<file path="config.mk">
export PLATFORM = sky130hd
export DESIGN_NAME = legv8_instr_encoder
export DESIGN_NICKNAME = d
export VERILOG_FILES = /design/src/rtl/legv8_instr_encoder.sv
export SDC_FILE = /design/constraint.sdc
export NUM_CORES = 1
export LEC_CHECK = 0
export CORE_MARGIN = 5
export CORE_UTILIZATION = 25
export DETAILED_ROUTE_END_ITERATION = 6
export PLACE_DENSITY_LB_ADDON = 0.25
export SLEW_MARGIN = 20
export SYNTH_ARGS = -nofsm -noshare
export SYNTH_HDL_FRONTEND = slang
export SYNTH_SLANG_ARGS = --single-unit
</file>
<file path="constraint.sdc">
create_clock -name clk_i -period 5.3 [get_ports clk_i]
set_clock_uncertainty 0.15 [all_clocks]
set_input_delay 0.795 -clock clk_i [delete_from_list [all_inputs] [get_ports clk_i]]
set_output_delay 0.795 -clock clk_i [all_outputs]
set_load 0.02 [all_outputs]
</file>
<file path="src/rtl/legv8_instr_encoder.sv">
// legv8_instr_encoder
//   Assembles 32-bit LEGv8 words (R/D/CB formats) from symbolic requests, queues them
//   in a small FIFO and presents them as a valid/ready stream to the fetch-side loader.
//
// Parameters
//   DEPTH  FIFO entries (power of two, >= 2)
//   CNT_W  width of the encoded-instruction counter
//
// Ports
//   clk_i           clock, all state on rising edge
//   rst_ni          asynchronous active-low reset
//   req_valid_i     request present
//   req_ready_o     request accepted when req_valid_i & req_ready_o
//   req_kind_i      0 ADD, 1 SUB, 2 AND, 3 ORR, 4 LDUR, 5 STUR, 6 CBZ, 7 reserved
//   req_rd_i        Rd / Rt field
//   req_rn_i        Rn field
//   req_rm_i        Rm field (R-type only)
//   req_imm_i       signed immediate: D-type uses [8:0], CBZ uses [18:0]
//   instr_valid_o   instr_word_o valid
//   instr_ready_i   consumer takes word when instr_valid_o & instr_ready_i
//   instr_word_o    FIFO head word
//   enc_count_o     words pushed since reset, wraps
//   err_o           one-cycle pulse on a rejected request
//
// Build option
//   ILLEGAL_CHECK_EN  when defined, kind 7 and out-of-range D-type offsets are accepted,
//                     dropped and flagged on err_o. When undefined, err_o is tied low,
//                     kind 7 queues an all-zero word and D-type offsets are truncated.

module legv8_instr_encoder #(
    parameter int unsigned DEPTH = 4,
    parameter int unsigned CNT_W = 16
) (
    input  logic             clk_i,
    input  logic             rst_ni,
    input  logic             req_valid_i,
    output logic             req_ready_o,
    input  logic [2:0]       req_kind_i,
    input  logic [4:0]       req_rd_i,
    input  logic [4:0]       req_rn_i,
    input  logic [4:0]       req_rm_i,
    input  logic [18:0]      req_imm_i,
    output logic             instr_valid_o,
    input  logic             instr_ready_i,
    output logic [31:0]      instr_word_o,
    output logic [CNT_W-1:0] enc_count_o,
    output logic             err_o
);

    localparam int unsigned AW = (DEPTH > 1) ? $clog2(DEPTH) : 1;

    // Pointers carry an extra wrap bit so full and empty are distinguishable.
    logic [AW:0]      wr_ptr_q, wr_ptr_d;
    logic [AW:0]      rd_ptr_q, rd_ptr_d;
    logic [31:0]      mem_q [DEPTH];
    logic [31:0]      word_q, word_d;
    logic [CNT_W-1:0] cnt_q, cnt_d;

    logic [31:0] enc_word;
    logic        illegal;
    logic        full, empty, empty_next;
    logic        req_acc, push, pop;

    // ------------------------------------------------------------------
    // Encoder
    // ------------------------------------------------------------------
    always_comb begin
        enc_word = 32'h0000_0000;
        unique case (req_kind_i)
            3'd0: enc_word = {11'b10001011000, req_rm_i, 6'b000000, req_rn_i, req_rd_i};
            3'd1: enc_word = {11'b11001011000, req_rm_i, 6'b000000, req_rn_i, req_rd_i};
            3'd2: enc_word = {11'b10001010000, req_rm_i, 6'b000000, req_rn_i, req_rd_i};
            3'd3: enc_word = {11'b10101010000, req_rm_i, 6'b000000, req_rn_i, req_rd_i};
            3'd4: enc_word = {11'b11111000010, req_imm_i[8:0], 2'b00, req_rn_i, req_rd_i};
            3'd5: enc_word = {11'b11111000000, req_imm_i[8:0], 2'b00, req_rn_i, req_rd_i};
            3'd6: enc_word = {8'b10110100, req_imm_i, req_rd_i};
            3'd7: enc_word = 32'h0000_0000;
            default: enc_word = 32'h0000_0000;
        endcase
    end

`ifdef ILLEGAL_CHECK_EN
    logic imm_fits9;
    logic err_q;

    // Fits signed 9 bits when bits [18:8] are all copies of the sign bit.
    assign imm_fits9 = (&req_imm_i[18:8]) | ~(|req_imm_i[18:8]);
    assign illegal   = (req_kind_i == 3'd7) ||
                       (((req_kind_i == 3'd4) || (req_kind_i == 3'd5)) && !imm_fits9);

    always_ff @(posedge clk_i or negedge rst_ni) begin
        if (!rst_ni) begin
            err_q <= 1'b0;
        end else begin
            err_q <= req_acc & illegal;
        end
    end

    assign err_o = err_q;
`else
    assign illegal = 1'b0;
    assign err_o   = 1'b0;
`endif

    // ------------------------------------------------------------------
    // FIFO control
    // ------------------------------------------------------------------
    assign empty = (wr_ptr_q == rd_ptr_q);
    assign full  = (wr_ptr_q[AW] != rd_ptr_q[AW]) && (wr_ptr_q[AW-1:0] == rd_ptr_q[AW-1:0]);

    // No bypass: readiness depends only on registered occupancy.
    assign req_ready_o = !full;
    assign req_acc     = req_valid_i & !full;
    assign push        = req_acc & !illegal;
    assign pop         = instr_ready_i & !empty;

    assign wr_ptr_d   = wr_ptr_q + (AW+1)'(push);
    assign rd_ptr_d   = rd_ptr_q + (AW+1)'(pop);
    assign empty_next = (wr_ptr_d == rd_ptr_d);
    assign cnt_d      = cnt_q + CNT_W'(push);

    // Output word register tracks the next head so the last head survives draining.
    always_comb begin
        word_d = word_q;
        if (!empty_next) begin
            if (push && (rd_ptr_d[AW-1:0] == wr_ptr_q[AW-1:0])) begin
                word_d = enc_word;
            end else begin
                word_d = mem_q[rd_ptr_d[AW-1:0]];
            end
        end
    end

    always_ff @(posedge clk_i) begin
        if (push) begin
            mem_q[wr_ptr_q[AW-1:0]] <= enc_word;
        end
    end

    always_ff @(posedge clk_i or negedge rst_ni) begin
        if (!rst_ni) begin
            wr_ptr_q <= '0;
            rd_ptr_q <= '0;
            word_q   <= 32'h0000_0000;
            cnt_q    <= '0;
        end else begin
            wr_ptr_q <= wr_ptr_d;
            rd_ptr_q <= rd_ptr_d;
            word_q   <= word_d;
            cnt_q    <= cnt_d;
        end
    end

    assign instr_valid_o = !empty;
    assign instr_word_o  = word_q;
    assign enc_count_o   = cnt_q;

endmodule

</file>
After elaboration in Yosys (flattened, before gate mapping). Memories as Yosys holds them, arrays and structs flattened. A register that Yosys moved wholly into a read port is not among the register bits. Index checks and enable logic that the tools add are counted. W data, S select, Z words.

Bits in registers: 22. Bits in latches: 0. RAM bits: 128. Memory bits (read-only): 0. Bits of input ports: 41. Output and inout port bits: 51. Word-level logic and storage cells: 29. Memories: 1.

Memories: mem_q (words 4, width 32, read ports 1, clocked after Yosys merged registers in 1, wr ports 1, line 55) `logic [31:0] mem_q [DEPTH];`.

Add/subtract/negate cells: 3. Multiply operators: 0. Divide/modulo/power cells: 0. Magnitude comparators: 0. Equal/unequal tests: 11. Shift operators: 0. Mux-type cells: 3. Bitwise operators: 2. Reductions and logical operators: 6.

Operator list (count): $pmux W32 S8 (1); $add A16 B1 Y16 (1); $eq A3 B3 Y1 const B (4); $add A3 B1 Y3 (2); $eq A3 B2 Y1 const B (2); $eq A3 B3 Y1 (2); $logic_not A1 Y1 (4); $eq A3 B1 Y1 const B (1); $logic_not A3 Y1 (1); $and A1 B1 Y1 (2); $eq A2 B2 Y1 (1); $mux W1 (2); $logic_and A1 B1 Y1 (1); $ne A1 B1 Y1 (1).

Longest topological paths before layout.
Depth in word-level cells: 7. Depth in mapped cells: 13. Gate-level depth less buffers: 10.

Worst setup path before layout. Ideal clock, no wire load.

Path type: input to register. Start point: input port req_valid_i. End point: memory mem_q[0][0], enable pin. Setup time: 461 ps. Arrival time: 3261 ps. Required time: 4689 ps. Slack: 1428 ps. Cell stages on the path: 3. Path buffers: 1. Cells stage by stage: o31ai_4 > buf_6 > nor3_1.

Longest elaborated chain between the ends: 3.

Ends and longest elaborated chain: from (decl) (line 36) `input logic req_valid_i,`; $and A1 B1 Y1 (line 113) `assign req_acc = req_valid_i & !full;`; $mux W1 (line 135) `if (push) begin`; $mux W1 (implied by the code) (line 136) `mem_q[wr_ptr_q[AW-1:0]] <= enc_word;`; to (decl) (line 55).

No other way between the ends.

Worst setup path after layout.
Start point: input port req_valid_i. End point: register word_q[2], in the netlist instr_word_o[2] (read register of mem_q).

Longest elaborated chain between the ends: 4.

Ends and longest elaborated chain: $and A1 B1 Y1 (line 113); $add A3 B1 Y3 (line 117) `assign wr_ptr_d = wr_ptr_q + (AW+1)'(push);`; named net wr_ptr_d[2] (line 53) `logic [AW:0] wr_ptr_q, wr_ptr_d;`; $eq A3 B3 Y1 (line 119) `assign empty_next = (wr_ptr_d == rd_ptr_d);`; $logic_not A1 Y1 (no source line); to (decl) (line 56) `logic [31:0] word_q, word_d;`.

The timed path passes the listed nets, and every way through them passes these cells.

==> run metrics <==
Sink Count=182; Hold Fails Final Rpt=0; max-slew violations=0; fmax=0.2548 GHz; htree depth=4; Hold Crit Class=flip-flop to flip-flop; die area=34470 um^2; relative slew slack=40.85%; Num CTS Buffers=17; sequential power share=32.6%; top_reg_cell synth=edfxtp_1; Core Region=30510 um^2; Clock Tree Buf Depth=2; largest net degree at the start of global routing=55; # fillers=2992; final setup vio count=0; NetSw=2794 uW; num ports=92; DR vias/cell=4.683; initial antenna violation count=0; worst hold slack=0.3477 ns; Initial DRC Count=256; Unique masters post-synth=36; ys async rst share=29.67%; post-CTS resize count=0; root buffer cell=clkbuf_16; EDFF count, synth=128; register bit total from synthesis=182; unrepaired setup endpoints after global routing=false; Leakage=0.003217 uW; Layout Nets=643; setup TNS=0 ns; Crit Path Max Fanout=37; die width=185.7 um; net count of the mapped netlist=559; clock power share=18.0%; Logic pwr share=49.5%; Synth Warn #=0; Die Y=185.7 um; CP Capture Type=flip-flop; Seq/Total Area, Yosys=67.35%; post-synthesis cell count=512; GRT overflow=0; routed vias=4706; WL per Instance=19.61 um; Area Overhead vs Synth=24.35%; Initial DRT Pass Iterations=4; Reg clk slew, reported paths=0.07 ns; Post-route DRC=0; maximum VDD drop=0.3910 mV; TritonCTS clock tree=done; CP startpoint kind=input pin; combined area of all synthesized cells=7714 um^2; post-route ant nets=0; antenna cell count=0; CP required=5.45 ns; Skew-Pair Late Insertion Delay=0.42 ns; PortBufs=90; routability cong.=0.7173; CP Class=input pin to flip-flop; WL final=19.71 mm; # rows=64; Worst-Margin Slew=0.8839 ns; hold_buf cts=0; Switching Fraction=40.82%; Final Critical Period=3.924 ns; first-pass GRT wire length=29.93 mm; pwr dens=713.8 nW/um^2; period utilization=74.04%; DP Wirelength=12.53 mm; Post-CTS Setup Inserts=0; worst path arrival time=4.07 ns; internal power=4052 uW; Starting Density=25.28%; status=finished clean; share of layout cells above drive strength 1=15.11%; max cap viols=0; vias in the first global route=4897; GRT Total Usage=11.55%; post-synthesis area per instance=15.07 um^2
-- layout make-up --
cell class / instances / area, um^2 / area share (%)
inverters: 3 / 13.76 / 0.1435
well taps: 396 / 495.5 / 5.166
flip-flops and latches: 182 / 5195 / 54.16
clock buffers: 18 / 429.2 / 4.474
multi-input cells: 288 / 2301 / 23.99
clock inverters: 14 / 143.9 / 1.500
repair buffers: 104 / 1013 / 10.57
-- synthesized netlist by cell type, types with 2 or more instances --
library cell	n	share of area (%)
edfxtp_1	128	50
ha_1	6	0.97
and2_1	11	0.89
nand3b_1	9	0.88
mux2_2	5	0.73
dfrtp_1	54	18
nor3_1	35	2.3
nor2_1	16	0.78
a31oi_1	37	3.0
mux4_2	32	9.3
nor2b_1	5	0.41
o21ai_0	3	0.19
clkbuf_1	15	0.73
nand4_1	6	0.49
buf_6	6	0.88
buf_4	5	0.49
o21ai_1	29	1.9
nand2b_1	9	0.73
a21oi_1	5	0.32
xor2_1	11	1.2
buf_1	2	0.097
and3_1	3	0.24
nand2_1	12	0.58
nand3_1	34	2.2
xnor2_1	13	1.5
buf_2	11	0.71
-- cell families after synthesis --
logic type / count (synthesis) / synth area share [%]
compound gates: 76 / 5.774
xor+xnor: 25 / 2.936
fa+ha+maj: 6 / 0.9732
buf+inv: 42 / 3.082
flops: 182 / 67.35
mux: 37 / 10.07
other cells: 1 / 0.04862
simple gates: 143 / 9.765
-- through the flow --
step / worst slack (ns) / utilization, % / total power (uW) / std cells / instance area (um^2)
finish: 1.376 / 31.44 / 6846 / 1005 / 9592
global route: 1.072 / 31.44 / 7297 / 1005 / 9592
CTS: 1.331 / 31.44 / 6952 / 1005 / 9592
detailed placement: 0.8805 / 29.56 / 5718 / 973 / 9019
global placement: 0.9480 / 29.56 / 5660 / 973 / 9019
floorplan: 1.428 / - / 4585 / 512 / 7714
-- worst max-delay path, stage by stage --
cell             delay, ns
clkdlybuf4s50_1       0.52
o31ai_4               0.10
inv_4                 0.34
ha_1                  0.23
ha_1                  0.15
xor2_1                0.26
xor2_2                0.15
buf_4                 0.37
or2_1                 0.72
buf_4                 0.32
a31oi_1               0.11
-- per-layer routing --
metal | routed length, um | vias to the layer above | GRT usage [%]
met1 | 8701 | 2438 | 15.06
met2 | 9802 | 117 | 19.57
met3 | 925 | 15 | 2.521
met4 | 277 | 0 | 3.148
li1 | - | 2136 | -
met5 | 0 | - | 0
-- flip-flops by register name, indices dropped and copies added, names as in the netlist --
register,cells
enc_count_o,16
instr_word_o,32
mem_q,128
rd_ptr_q,3
wr_ptr_q,3
-- placed cells by master (no fill, tap or decap), types with 6 or more instances in the layout --
cell,netlist,layout
a31oi_1,37,37
and2_1,11,11
buf_4,5,13
clkbuf_16,0,17
clkdlybuf4s50_1,0,89
dfrtp_1,54,54
edfxtp_1,128,128
mux4_2,32,32
nand2_1,12,12
nand2b_1,9,9
nand3_1,34,34
nand3b_1,9,9
nand4_1,6,6
nor2_1,16,14
nor3_1,35,34
o21ai_1,29,29
xnor2_1,13,13
xor2_1,11,10
-- power groups by stage --
stage                     logic (uW)  clock network (uW)  registers, uW
after CTS                       3450                1250           2240
after global placement          3410                   0           2250
after global routing            3710                1320           2270
after floorplan                 2210                   0           2370
final                           3390                1230           2230
after detailed placement        3440                   0           2270
-- final timing paths --
| check | from | to | slack (ns) | depth (start not counted) |
|---|---|---|---|---|
| hold / removal | enc_count_o[6] | enc_count_o[6] | 0.35 | 1 |
| max in group asynchronous | rst_ni | instr_word_o[15] | 4.16 | 2 |
| hold reg to reg | enc_count_o[6] | enc_count_o[6] | 0.35 | 1 |
| min in group asynchronous | rst_ni | enc_count_o[6] | 0.36 | 2 |
| setup reg to reg | wr_ptr_q[0] | instr_word_o[2] | 1.42 | 11 |
| setup / recovery | req_valid_i | instr_word_o[2] | 1.38 | 11 |
Power figures use the tool's default switching activity.
